<file path="src/rtl/shift_iter_if.sv">
// Bundles the start/busy/done request and result signals between the stall logic and the shifter.
// Handshake: start is sampled only while busy is low; busy stays high for the whole operation, and done pulses for one cycle when Out is final.
interface shift_iter_if #(
    parameter int WIDTH = 16,
    parameter int CNT_W = 4
);
    logic             start;
    logic [WIDTH-1:0] In;
    logic [1:0]       Op;
    logic [CNT_W-1:0] Cnt;
    logic [WIDTH-1:0] Out;
    logic             busy;
    logic             done;

    modport master (
        output start, In, Op, Cnt,
        input  Out, busy, done
    );

    modport slave (
        input  start, In, Op, Cnt,
        output Out, busy, done
    );
endinterface

</file>
<file path="src/rtl/shift_iter.sv">
// Iterative shifter/rotator: moves the operand one bit per clock for Cnt clocks.
// The IDLE, SHIFT and DONE states are visible on o_dbg_state.
module shift_iter #(
    parameter int WIDTH = 16,
    parameter int CNT_W = 4
) (
    input  logic        clk,
    input  logic        rst,
    shift_iter_if.slave bus,
    output logic [1:0]  o_dbg_state
);
    typedef enum logic [1:0] {
        S_IDLE  = 2'd0,
        S_SHIFT = 2'd1,
        S_DONE  = 2'd2
    } state_t;

    state_t           r_state;
    state_t           w_next_state;
    logic [WIDTH-1:0] r_data;
    logic [1:0]       r_op;
    logic [CNT_W-1:0] r_rem;
    logic [WIDTH-1:0] w_step;
    logic             w_accept;

    assign w_accept = ((r_state == S_IDLE) || (r_state == S_DONE)) && bus.start;

    // Single-bit transform of the working word, selected by the latched opcode.
    always_comb begin
        w_step = r_data;
        case (r_op)
            2'b00: w_step = {r_data[WIDTH-2:0], 1'b0};
            2'b01: w_step = {r_data[0], r_data[WIDTH-1:1]};
            2'b10: w_step = {1'b0, r_data[WIDTH-1:1]};
            2'b11: w_step = {r_data[WIDTH-2:0], r_data[WIDTH-1]};
            default: w_step = r_data;
        endcase
    end

    always_ff @(posedge clk) begin
        if (rst) begin
            r_state <= S_IDLE;
            r_data  <= '0;
            r_op    <= '0;
            r_rem   <= '0;
        end else begin
            r_state <= w_next_state;
            if (w_accept) begin
                r_data <= bus.In;
                r_op   <= bus.Op;
                r_rem  <= bus.Cnt;
            end else if (r_state == S_SHIFT) begin
                r_data <= w_step;
                r_rem  <= r_rem - CNT_W'(1);
            end
        end
    end

    // DONE behaves like IDLE for acceptance, so back-to-back requests need no bubble.
    always_comb begin
        w_next_state = r_state;
        case (r_state)
            S_IDLE, S_DONE: begin
                if (bus.start) begin
                    w_next_state = (bus.Cnt != '0) ? S_SHIFT : S_DONE;
                end else begin
                    w_next_state = S_IDLE;
                end
            end
            S_SHIFT: begin
                w_next_state = (r_rem == CNT_W'(1)) ? S_DONE : S_SHIFT;
            end
            default: w_next_state = S_IDLE;
        endcase
    end

    always_comb begin
        bus.busy    = (r_state == S_SHIFT);
        bus.done    = (r_state == S_DONE);
        o_dbg_state = r_state;
    end

    assign bus.Out = r_data;
endmodule

</file>
<file path="src/flat_wrapper.sv">
// flat-port wrapper written by rule: the top's interface ports become plain ports
module shift_iter_flat 
#(
    parameter int WIDTH = 16,
    parameter int CNT_W = 4
)
  (clk, rst, o_dbg_state, bus_start, bus_In, bus_Op, bus_Cnt, bus_Out, bus_busy, bus_done);
  shift_iter_if #(.WIDTH(WIDTH), .CNT_W(CNT_W)) bus_i ();
  input  logic clk;
  input  logic rst;
  output logic [1:0] o_dbg_state;
  input wire logic [$bits(bus_i.start)-1:0] bus_start;
  input wire logic [$bits(bus_i.In)-1:0] bus_In;
  input wire logic [$bits(bus_i.Op)-1:0] bus_Op;
  input wire logic [$bits(bus_i.Cnt)-1:0] bus_Cnt;
  output wire logic [$bits(bus_i.Out)-1:0] bus_Out;
  output wire logic [$bits(bus_i.busy)-1:0] bus_busy;
  output wire logic [$bits(bus_i.done)-1:0] bus_done;
  assign bus_i.start = bus_start;
  assign bus_i.In = bus_In;
  assign bus_i.Op = bus_Op;
  assign bus_i.Cnt = bus_Cnt;
  assign bus_Out = bus_i.Out;
  assign bus_busy = bus_i.busy;
  assign bus_done = bus_i.done;
  shift_iter #(.WIDTH(WIDTH), .CNT_W(CNT_W)) u_core (.clk(clk), .rst(rst), .bus(bus_i), .o_dbg_state(o_dbg_state));
endmodule
</file>
<file path="config.mk">
export PLATFORM = sky130hd
export DESIGN_NAME = shift_iter_flat
export DESIGN_NICKNAME = d
export VERILOG_FILES = /design/src/rtl/shift_iter_if.sv /design/src/rtl/shift_iter.sv /design/src/flat_wrapper.sv
export SDC_FILE = /design/constraint.sdc
export NUM_CORES = 1
export LEC_CHECK = 0
export ABC_AREA = 0
export CELL_PAD_IN_SITES_DETAIL_PLACEMENT = 0
export CELL_PAD_IN_SITES_GLOBAL_PLACEMENT = 1
export CORE_MARGIN = 3
export CORE_UTILIZATION = 33
export CTS_CLUSTER_SIZE = 24
export DETAILED_ROUTE_END_ITERATION = 6
export PLACE_DENSITY_LB_ADDON = 0.1
export SLEW_MARGIN = 40
export SYNTH_ARGS = -nofsm -noshare
export SYNTH_HDL_FRONTEND = slang
export SYNTH_SLANG_ARGS = --single-unit
</file>
<file path="constraint.sdc">
create_clock -name clk -period 1.5 [get_ports clk]
set_input_delay 0.15 -clock clk [delete_from_list [all_inputs] [get_ports clk]]
set_output_delay 0.15 -clock clk [all_outputs]
set_load 0.02 [all_outputs]
</file>
# Word-level counts from Yosys, hierarchy flattened
# Index checks and enable logic that the tools add are counted.
# W data, S select, Z words.
# word_totals
ff_bits	24
in_bits	25
out_inout_bits	20
word_cells	27
# classes
add_sub_neg	1
eq_ne	6
muxes	9
reduce_logical	7
# op_table
op	count
$pmux W16 S4	1
$mux W16	2
$mux W4	2
$eq A2 B2 Y1 const B	3
$mux W2	3
$eq A2 B1 Y1 const B	2
$eq A4 B1 Y1 const B	1
$logic_not A2 Y1	2
$pmux W2 S2	1
$reduce_bool A4 Y1	1
$sub A4 B1 Y4 const B	1
$reduce_bool A2 Y1	1
$reduce_or A2 Y1	1
$logic_and A1 B1 Y1	1
$logic_or A1 B1 Y1	1

# Longest topological paths before layout
# Gate-level depths: netlist (run 1).
# depth
word_depth	4
mapped_depth	6

# Worst setup path before layout (run 1)
# Ideal clock, no wire load.
# synth_path
path_kind	reg-to-reg
start	register u_core.r_state[0], in the netlist u_core.o_dbg_state[0]
end	register u_core.r_data[3], in the netlist u_core.bus.Out[3]
setup_ps	114
t_arrival_ps	1343
required_time_ps	1386
slack_ps	43
stages_incl_launch_ff	7
synth_period_minus_slack_ps	1457
cell_sequence	dfxtp_1 > nand2b_1 > buf_2 > inv_1 > buf_2 > nor3_1 > a2111oi_0
# synth_between
elab_chain_len	4
word_cells_on_any_way	7
cone_classes	eq/ne (2); mux (1); reduce/logical (4)
# synth_rtl
item	line	text
start: declaration	shift_iter.sv:18	state_t r_state;
start signal: assignment	shift_iter.sv:47	r_state <= w_next_state;
$eq A2 B2 Y1 / $logic_not A2 Y1 (equally long branches)	shift_iter.sv:26	assign w_accept = ((r_state == S_IDLE) || (r_state == S_DONE)) && bus.start;
$logic_or A1 B1 Y1	shift_iter.sv:26	
$logic_and A1 B1 Y1	shift_iter.sv:26	
$mux W16 / $reduce_bool A2 Y1 (equally long branches)	-	
end signal: assignment	shift_iter.sv:49	r_data <= bus.In;
end signal: assignment	shift_iter.sv:53	r_data <= w_step;
end: declaration	shift_iter.sv:20	logic [WIDTH-1:0] r_data;
# Several ways; a longest one is shown, not always the timed one.
# A chain may end at the register's enable or synchronous reset.

# Final worst setup path (run 1)
# layout_path
start	register u_core.r_data[7], in the netlist u_core.bus.Out[7]
end	output bus_Out[7]
# layout_rtl
item	line	text
end: declaration	flat_wrapper.sv:16	output wire logic [$bits(bus_i.Out)-1:0] bus_Out;
# No word-level cell between the ends.

==> run_results.csv, run 1 <==
group,metric,value,unit
worst_setup_path,startpoint_type,"flip-flop",
synthesis,synth_top_cell_area_share,0.354,
worst_setup_path,r2r_start,"u_core.r_op[1]",
hold_path,min_from,"bus_Op[0]",
final_layout,nets,232,
place,port_buffers,44,
synthesis,synth_area_leaders,"dfxtp_1 35%, mux2i_1 8.1%, a31oi_1 4.2%",
timing,fin_setup_tns,0,ns
synthesis,yosysWarnings,0,
synthesis,synthAdderAreaFrac,0.0185,
clock_network,root_buffer,"clkbuf_8",
worst_setup_path,critPathCaptureType,"output pin",
worst_setup_path,r2r-end,"u_core.bus.Out[10]",
die,core,3800,um2
synthesis,synth.area.mux_share,0.123,
clock_network,cts_buffers,3,
worst_setup_path,worstRegToRegCells,5,
detailed_routing,viasPerCell,5.45,
place,dp_slack,-0.253,ns
detailed_routing,drtIter0Drc,84,
timing,tightest_slew,0.305,ns
clock_network,clkTransAtPathRegs,0.09,ns
detailed_routing,firstDrtPassIters,4,
die,die_w,70.1,um
hold_path,hold-path-cell-count,3,
synthesis,yosysTopAreaCell,"dfxtp_1",
detailed_routing,vias,1374,
final_layout,area_growth,52.0,%
synthesis,synth_top_family_by_area,"simple AND/OR/NAND/NOR gates",
grt,grt_pass1_wl,6.58,mm
final_layout,fin_area,2060,um2
detailed_routing,wl_met1,1.70,mm
clock_network,insertion_delay,0.27,ns
timing,setup_viol_count_final,0,
worst_setup_path,cp_top_family,"buffers and inverters",
worst_setup_path,cp_max_fo,4,
hold_path,hold_class,"in2reg",
timing,postLayoutSetupSlackWorst,0.0516,ns
power_and_ir_drop,power_density,909,nW/um2
detailed_routing,drc,0,
synthesis,synth-simple-area-share,0.244,
final_layout,n_antenna_cell,0,
synthesis,synth_compound_area_frac,0.180,
timing,max_freq,690,MHz
grt,grt_overflow,0,
place,placed_cell_area,1940,um2
detailed_routing,drtAntennaViolNets,0,
die,rows,22,
die,die_area,4920,um2
timing,min_period_over_period,0.966,
power_and_ir_drop,leakagePower,0.910,nW
clock_network,ctsHoldBuffers,0,
final_layout,fillers,362,
detailed_routing,routed-wl-met3,212,um
synthesis,synth-async-reset-ratio,0,
worst_setup_path,crit_buf_inv,1,
status,outcome,"complete, no violations",
synthesis,netlist_instances,152,
place,hpwlAfterDp,2.74,mm
clock_network,tritoncts,"built",
timing,maxSlewViolCount,0,
power_and_ir_drop,ir_drop,0.000495,V
synthesis,synth_nets,179,
synthesis,ys_seq_elements,24,
synthesis,yosysSeqAreaShare,0.354,
worst_setup_path,cp.arrival,1.30,ns
synthesis,synthXorXnorAreaFrac,0.0203,
timing,hold_violations,0,
flow_run,maxCapViolCount,0,
die,initial_core_util,0.357,
detailed_routing,wl_per_cell,15.4,um
worst_setup_path,cp_slowest_cell,"clkdlybuf4s50_1",
detailed_routing,top_layer_used,"met4",
synthesis,syn_area_per_cell,8.92,um2
clock_network,htree_levels,1,
synthesis,synth_top_flop_cell,"dfxtp_1",
worst_setup_path,r2r_setup_slack,0.10,ns
detailed_routing,routed_wirelength,3.89,mm
detailed_routing,wl_met2,1.93,mm
synthesis,synth_area,1360,um2
worst_setup_path,crit_chain,"clkdlybuf4s50_1",
worst_setup_path,worstPathRequired,1.35,ns
die,pin_count,45,
clock_network,cts_buffer_depth,2,
power_and_ir_drop,p_total,0.00187,W
clock_network,clock-sinks,24,
final_layout,drive_gt1_frac,0.172,
worst_setup_path,critical_path_depth,1,
hold_path,whs_endpoint,"u_core.r_op[0]",
worst_setup_path,critPathMaxStageDelay,0.63,ns
timing,period_needed,1.45,ns
timing,fin_skew,0.00525,ns
grt,antenna_found_initial,0,
worst_setup_path,worstSetupPathType,"reg2out",
place,gp_congestion,0.797,
grt,grt.total_usage,0.164,
die,die-height,70.1,um
grt,grt_max_degree,26,
synthesis,synth-edff-count,0,
timing,slew-limit-headroom,0.791,
grt,grt_pass1_vias,1398,
synthesis,synthDistinctLibCells,34,
[sequential cells by signal, summed over array words and instances, names as in the netlist]
| name | count |
|---|---|
| u_core.r_rem | 4 |
| u_core.r_op | 2 |
| u_core.bus.Out | 16 |
| u_core.o_dbg_state | 2 |
[cells by family after synthesis]
| group | Yosys count |
|---|---|
| compound gates | 31 |
| flops | 24 |
| simple gates | 61 |
| buf+inv | 18 |
| xor+xnor | 1 |
| mux | 15 |
| fa+ha+maj | 2 |
[layer usage]
layer / vias to the layer above / GRT usage
li1: 672 / -
met1: 664 / 0.191
met2: 34 / 0.291
met3: 4 / 0.0518
met4: 0 / 0.0383
met5: - / 0
[layout by cell type, fill, tap and decap left out, types with 2 or more instances in the layout]
master	netlist	layout
a2111oi_1	0	2
a2111oi_2	3	5
a21oi_1	5	5
a22oi_1	2	2
a31oi_1	9	9
a32oi_1	2	2
and3b_1	4	4
buf_12	0	4
buf_4	0	12
clkbuf_8	0	4
clkdlybuf4s50_1	0	35
dfxtp_1	24	22
dfxtp_2	0	2
dlygate4sd2_1	0	3
dlymetal6s2s_1	0	6
ha_1	2	2
inv_1	5	5
mux2_4	3	3
mux2i_1	11	11
nand2_1	11	11
nand2b_1	2	2
nand3_1	10	10
nand3b_1	6	6
nand4b_1	2	2
nor2_1	10	10
nor3_1	9	9
or3_1	2	2
[synthesized netlist by cell type (all sizes together), types with 2 or more instances]
cell and count:
or3 2, a22oi 2, a31oi 9, and3b 4
ha 2, nand2b 2, nand4b 2, mux2i 11
nand2 11, mux2 4, a32oi 2, dfxtp 24
clkbuf 7, nor2 10, inv 5, buf 6
nor3 9, nand3b 6, nand3 10, a2111oi 8
nor2b 2, a21oi 5
[worst register-to-register path: stages (launching register included)]
cell and delay, ns:
dfxtp_2 0.41, xnor2_4 0.14, buf_6 0.18, buf_4 0.16, mux2_4 0.30, a31oi_1 0.15
[worst max path at each step]
stage / start / end / slack (ns)
after floorplan: u_core.o_dbg_state[0] / u_core.bus.Out[3] / 0.04
after global placement: u_core.r_op[0] / u_core.bus.Out[8] / -0.06
after detailed placement: u_core.r_op[1] / u_core.bus.Out[2] / -0.25
after CTS: u_core.o_dbg_state[1] / u_core.bus.Out[2] / 0.02
after global routing: u_core.bus.Out[1] / bus_Out[1] / -0.003
final: u_core.bus.Out[7] / bus_Out[7] / 0.05
[report_power, final]
| part | internal, W | switching [W] |
|---|---|---|
| logic | 0.000344 | 0.000308 |
| clock network | 0.000235 | 0.000215 |
| registers | 0.000703 | 0.0000697 |
| total | 0.00128 | 0.000593 |
[metrics by stage]
step                instances   util  hold slack, ns
finish                    252  0.543           0.419
global route              252  0.543           0.437
detailed placement        244  0.511           0.476
floorplan                 152      -           0.226
CTS                       252  0.533           0.416
global placement          244  0.511           0.475
[layout make-up]
cell class | instances | area (um2) | share of cell area
Tap cell | 48 | 60.1 | 0.0291
Timing Repair Buffer | 61 | 633 | 0.307
Sequential cell | 24 | 483 | 0.234
Clock buffer | 4 | 55.1 | 0.0267
Multi-Input combinational cell | 110 | 812 | 0.394
Inverter | 5 | 18.8 | 0.00910
[timing repair]
action,in CTS,in global routing
gates cloned,0,0
resized for setup,4,15
setup endpoints to repair,15,12
buffers inserted,4,0
pin swaps,1,0
Power figures use the tool's default switching activity.
==> inputs of run 2 (changes only) <==
- CTS_CLUSTER_DIAMETER: unset -> 150
==> results of run 2 <==
No change in the layout: final DEF, timing and power equal those of run 1.
==> inputs of run 3 (changes only) <==
- CORE_UTILIZATION: 33 -> 30
- clock period: 1.5 -> 1.3 ns (I/O delays scaled with it)
==> run_results.csv, run 3 (synthesized netlist as in run 1, its figures left out) <==
group,metric,value,unit
place,dp_slack,-0.167,ns
worst_setup_path,r2r_setup_slack,0.003,ns
grt,grt.busiest_layer,"met2",
worst_setup_path,startpoint_type,"flip-flop",
final_layout,fin_cells,264,
clock_network,tritoncts,"built",
detailed_routing,firstDrtPassIters,4,
die,rows,23,
final_layout,mostFrequentLayoutCell,"clkdlybuf4s50_1",
die,initial_core_util,0.325,
power_and_ir_drop,power_density,1010,nW/um2
detailed_routing,vias,1420,
place,placed_cell_area,1980,um2
worst_setup_path,cp_max_fo,7,
grt,grt_pass1_wl,6.60,mm
timing,fin_skew,0.00170,ns
power_and_ir_drop,leakagePower,0.934,nW
final_layout,n_antenna_cell,0,
final_layout,nets,242,
hold_path,hold_class,"in2reg",
place,gp_congestion,0.766,
hold_path,min_from,"bus_Op[0]",
grt,grt.total_usage,0.156,
power_and_ir_drop,seq_power_share,0.402,
power_and_ir_drop,p_int,0.00149,W
detailed_routing,viasPerCell,5.38,
detailed_routing,drtIter0Drc,46,
timing,maxSlewViolCount,0,
place,dp.cells,251,
grt,antenna_found_initial,0,
worst_setup_path,worstPathRequired,1.47,ns
grt,grt_use_met3,0.0303,
die,die_w,73.2,um
timing,period_needed,1.30,ns
final_layout,fin_area,2210,um2
die,core,4170,um2
final_layout,area_growth,62.8,%
detailed_routing,drtAntennaViolNets,0,
hold_path,whs_endpoint,"u_core.r_op[0]",
timing,min_period_over_period,0.998,
flow_run,maxCapViolCount,0,
grt,met2_usage,0.268,
timing,slew-limit-headroom,0.732,
worst_setup_path,worstRegToRegCells,4,
power_and_ir_drop,swShare,0.331,
clock_network,cts_buffers,3,
timing,postLayoutSetupSlackWorst,0.00280,ns
grt,grt_use_met1,0.204,
final_layout,drive_gt1_frac,0.271,
detailed_routing,routed_wirelength,4.24,mm
clock_network,ctsHoldBuffers,0,
worst_setup_path,r2r-end,"u_core.bus.Out[12]",
clock_network,cts_buffer_depth,2,
power_and_ir_drop,p_comb_frac,0.387,
worst_setup_path,cp.arrival,1.46,ns
grt,grt_pass1_vias,1348,
place,hpwlAfterDp,2.89,mm
worst_setup_path,worstSetupPathType,"reg2reg",
worst_setup_path,r2r_start,"u_core.r_op[1]",
timing,rsz0062_at_grt,"yes",
clock_network,root_buffer,"clkbuf_8",
worst_setup_path,cp_slowest_cell,"dfxtp_4",
grt,grt_overflow,0,
detailed_routing,wl_per_cell,16.1,um
detailed_routing,drc,0,
final_layout,largest_reg_flops,16,
timing,tightest_slew,0.398,ns
worst_setup_path,crit_chain,"xnor2_4, clkbuf_16, mux2i_1, a2111oi_2",
clock_network,htree_levels,1,
clock_network,clkTransAtPathRegs,0.09,ns
status,outcome,"complete, no violations",
timing,setup_viol_count_final,0,
grt,grt_max_degree,23,
power_and_ir_drop,ir_drop,0.000681,V
final_layout,fillers,386,
die,pin_count,45,
final_layout,layout_common_cells,"24 x clkdlybuf4s50_1, 20 x dfxtp_1, 18 x dlygate4sd2_1",
timing,hold_violations,0,
clock_network,clock-sinks,24,
final_layout,post-route-util,0.529,
worst_setup_path,critPathCaptureType,"flip-flop",
hold_path,hold-path-cell-count,3,
die,die_area,5360,um2
power_and_ir_drop,power_frac_clock,0.211,
power_and_ir_drop,p_sw,0.000734,W
timing,max_freq,771,MHz
place,port_buffers,44,
timing,holdWs,0.404,ns
die,die-height,73.2,um
worst_setup_path,critPathMaxStageDelay,0.38,ns
clock_network,insertion_delay,0.27,ns
[run 3: final cells by class]
type | instances | area [um2] | share of cell area
tap | 50 | 62.6 | 0.0283
clock buffer | 4 | 45.0 | 0.0204
inverter | 5 | 21.3 | 0.00963
timing repair buffer | 71 | 711 | 0.322
sequential | 24 | 493 | 0.223
multi-input combinational | 110 | 876 | 0.397
[run 3: power by group through the flow]
stage | combinational [W] | sequential (W) | clock, W
6_report | 0.000860 | 0.000892 | 0.000468
5_1_grt | 0.000924 | 0.000906 | 0.000525
4_1_cts | 0.000720 | 0.000890 | 0.000494
3_5_place_dp | 0.000747 | 0.000907 | 0
3_3_place_gp | 0.000738 | 0.000905 | 0
2_1_floorplan | 0.000344 | 0.000957 | 0
[run 3: through the flow]
stage | power (W) | setup TNS (ns)
floorplan | 0.00130 | 0
CTS | 0.00210 | -0.127
global route | 0.00236 | -0.614
detailed placement | 0.00165 | -1.68
global placement | 0.00164 | -1.43
finish | 0.00222 | 0
[run 3: critical path: cells and delay by family (launching register included)]
| family | cells | cell delay, ns |
|---|---|---|
| buffers and inverters | 1 | 0.20 |
| AOI/OAI and AO/OA | 1 | 0.30 |
| DFF | 1 | 0.38 |
| muxes | 1 | 0.08 |
| xor gates and xnor gates | 1 | 0.22 |
[run 3: timing repair]
action / 4_1_cts / 5_1_grt
endpoints found under the hold margin: 0 / 0
gates resized for setup: 25 / 26
setup endpoints to repair: 26 / 15
pin swaps: 2 / 9
setup buffers: 1 / 6
cloned: 0 / 2
[run 3: worst max-delay path by stage]
| stage | startpoint | end | slack, ns |
|---|---|---|---|
| final | u_core.r_op[1] | u_core.bus.Out[12] | 0.003 |
| after global placement | bus_start | u_core.bus.Out[1] | -0.12 |
| after floorplan | u_core.r_op[1] | u_core.bus.Out[14] | 0.004 |
| after CTS | u_core.r_op[1] | u_core.bus.Out[2] | -0.05 |
| after detailed placement | bus_start | u_core.bus.Out[2] | -0.17 |
| after global routing | u_core.r_op[1] | u_core.bus.Out[12] | -0.08 |
[run 3: metal layers]
metal	vias up	routed length, um	part of all wire
li1	693	-	-
met1	679	1890	0.45
met2	42	2120	0.50
met3	6	205	0.048
met4	0	27	0.0064
met5	-	0	0
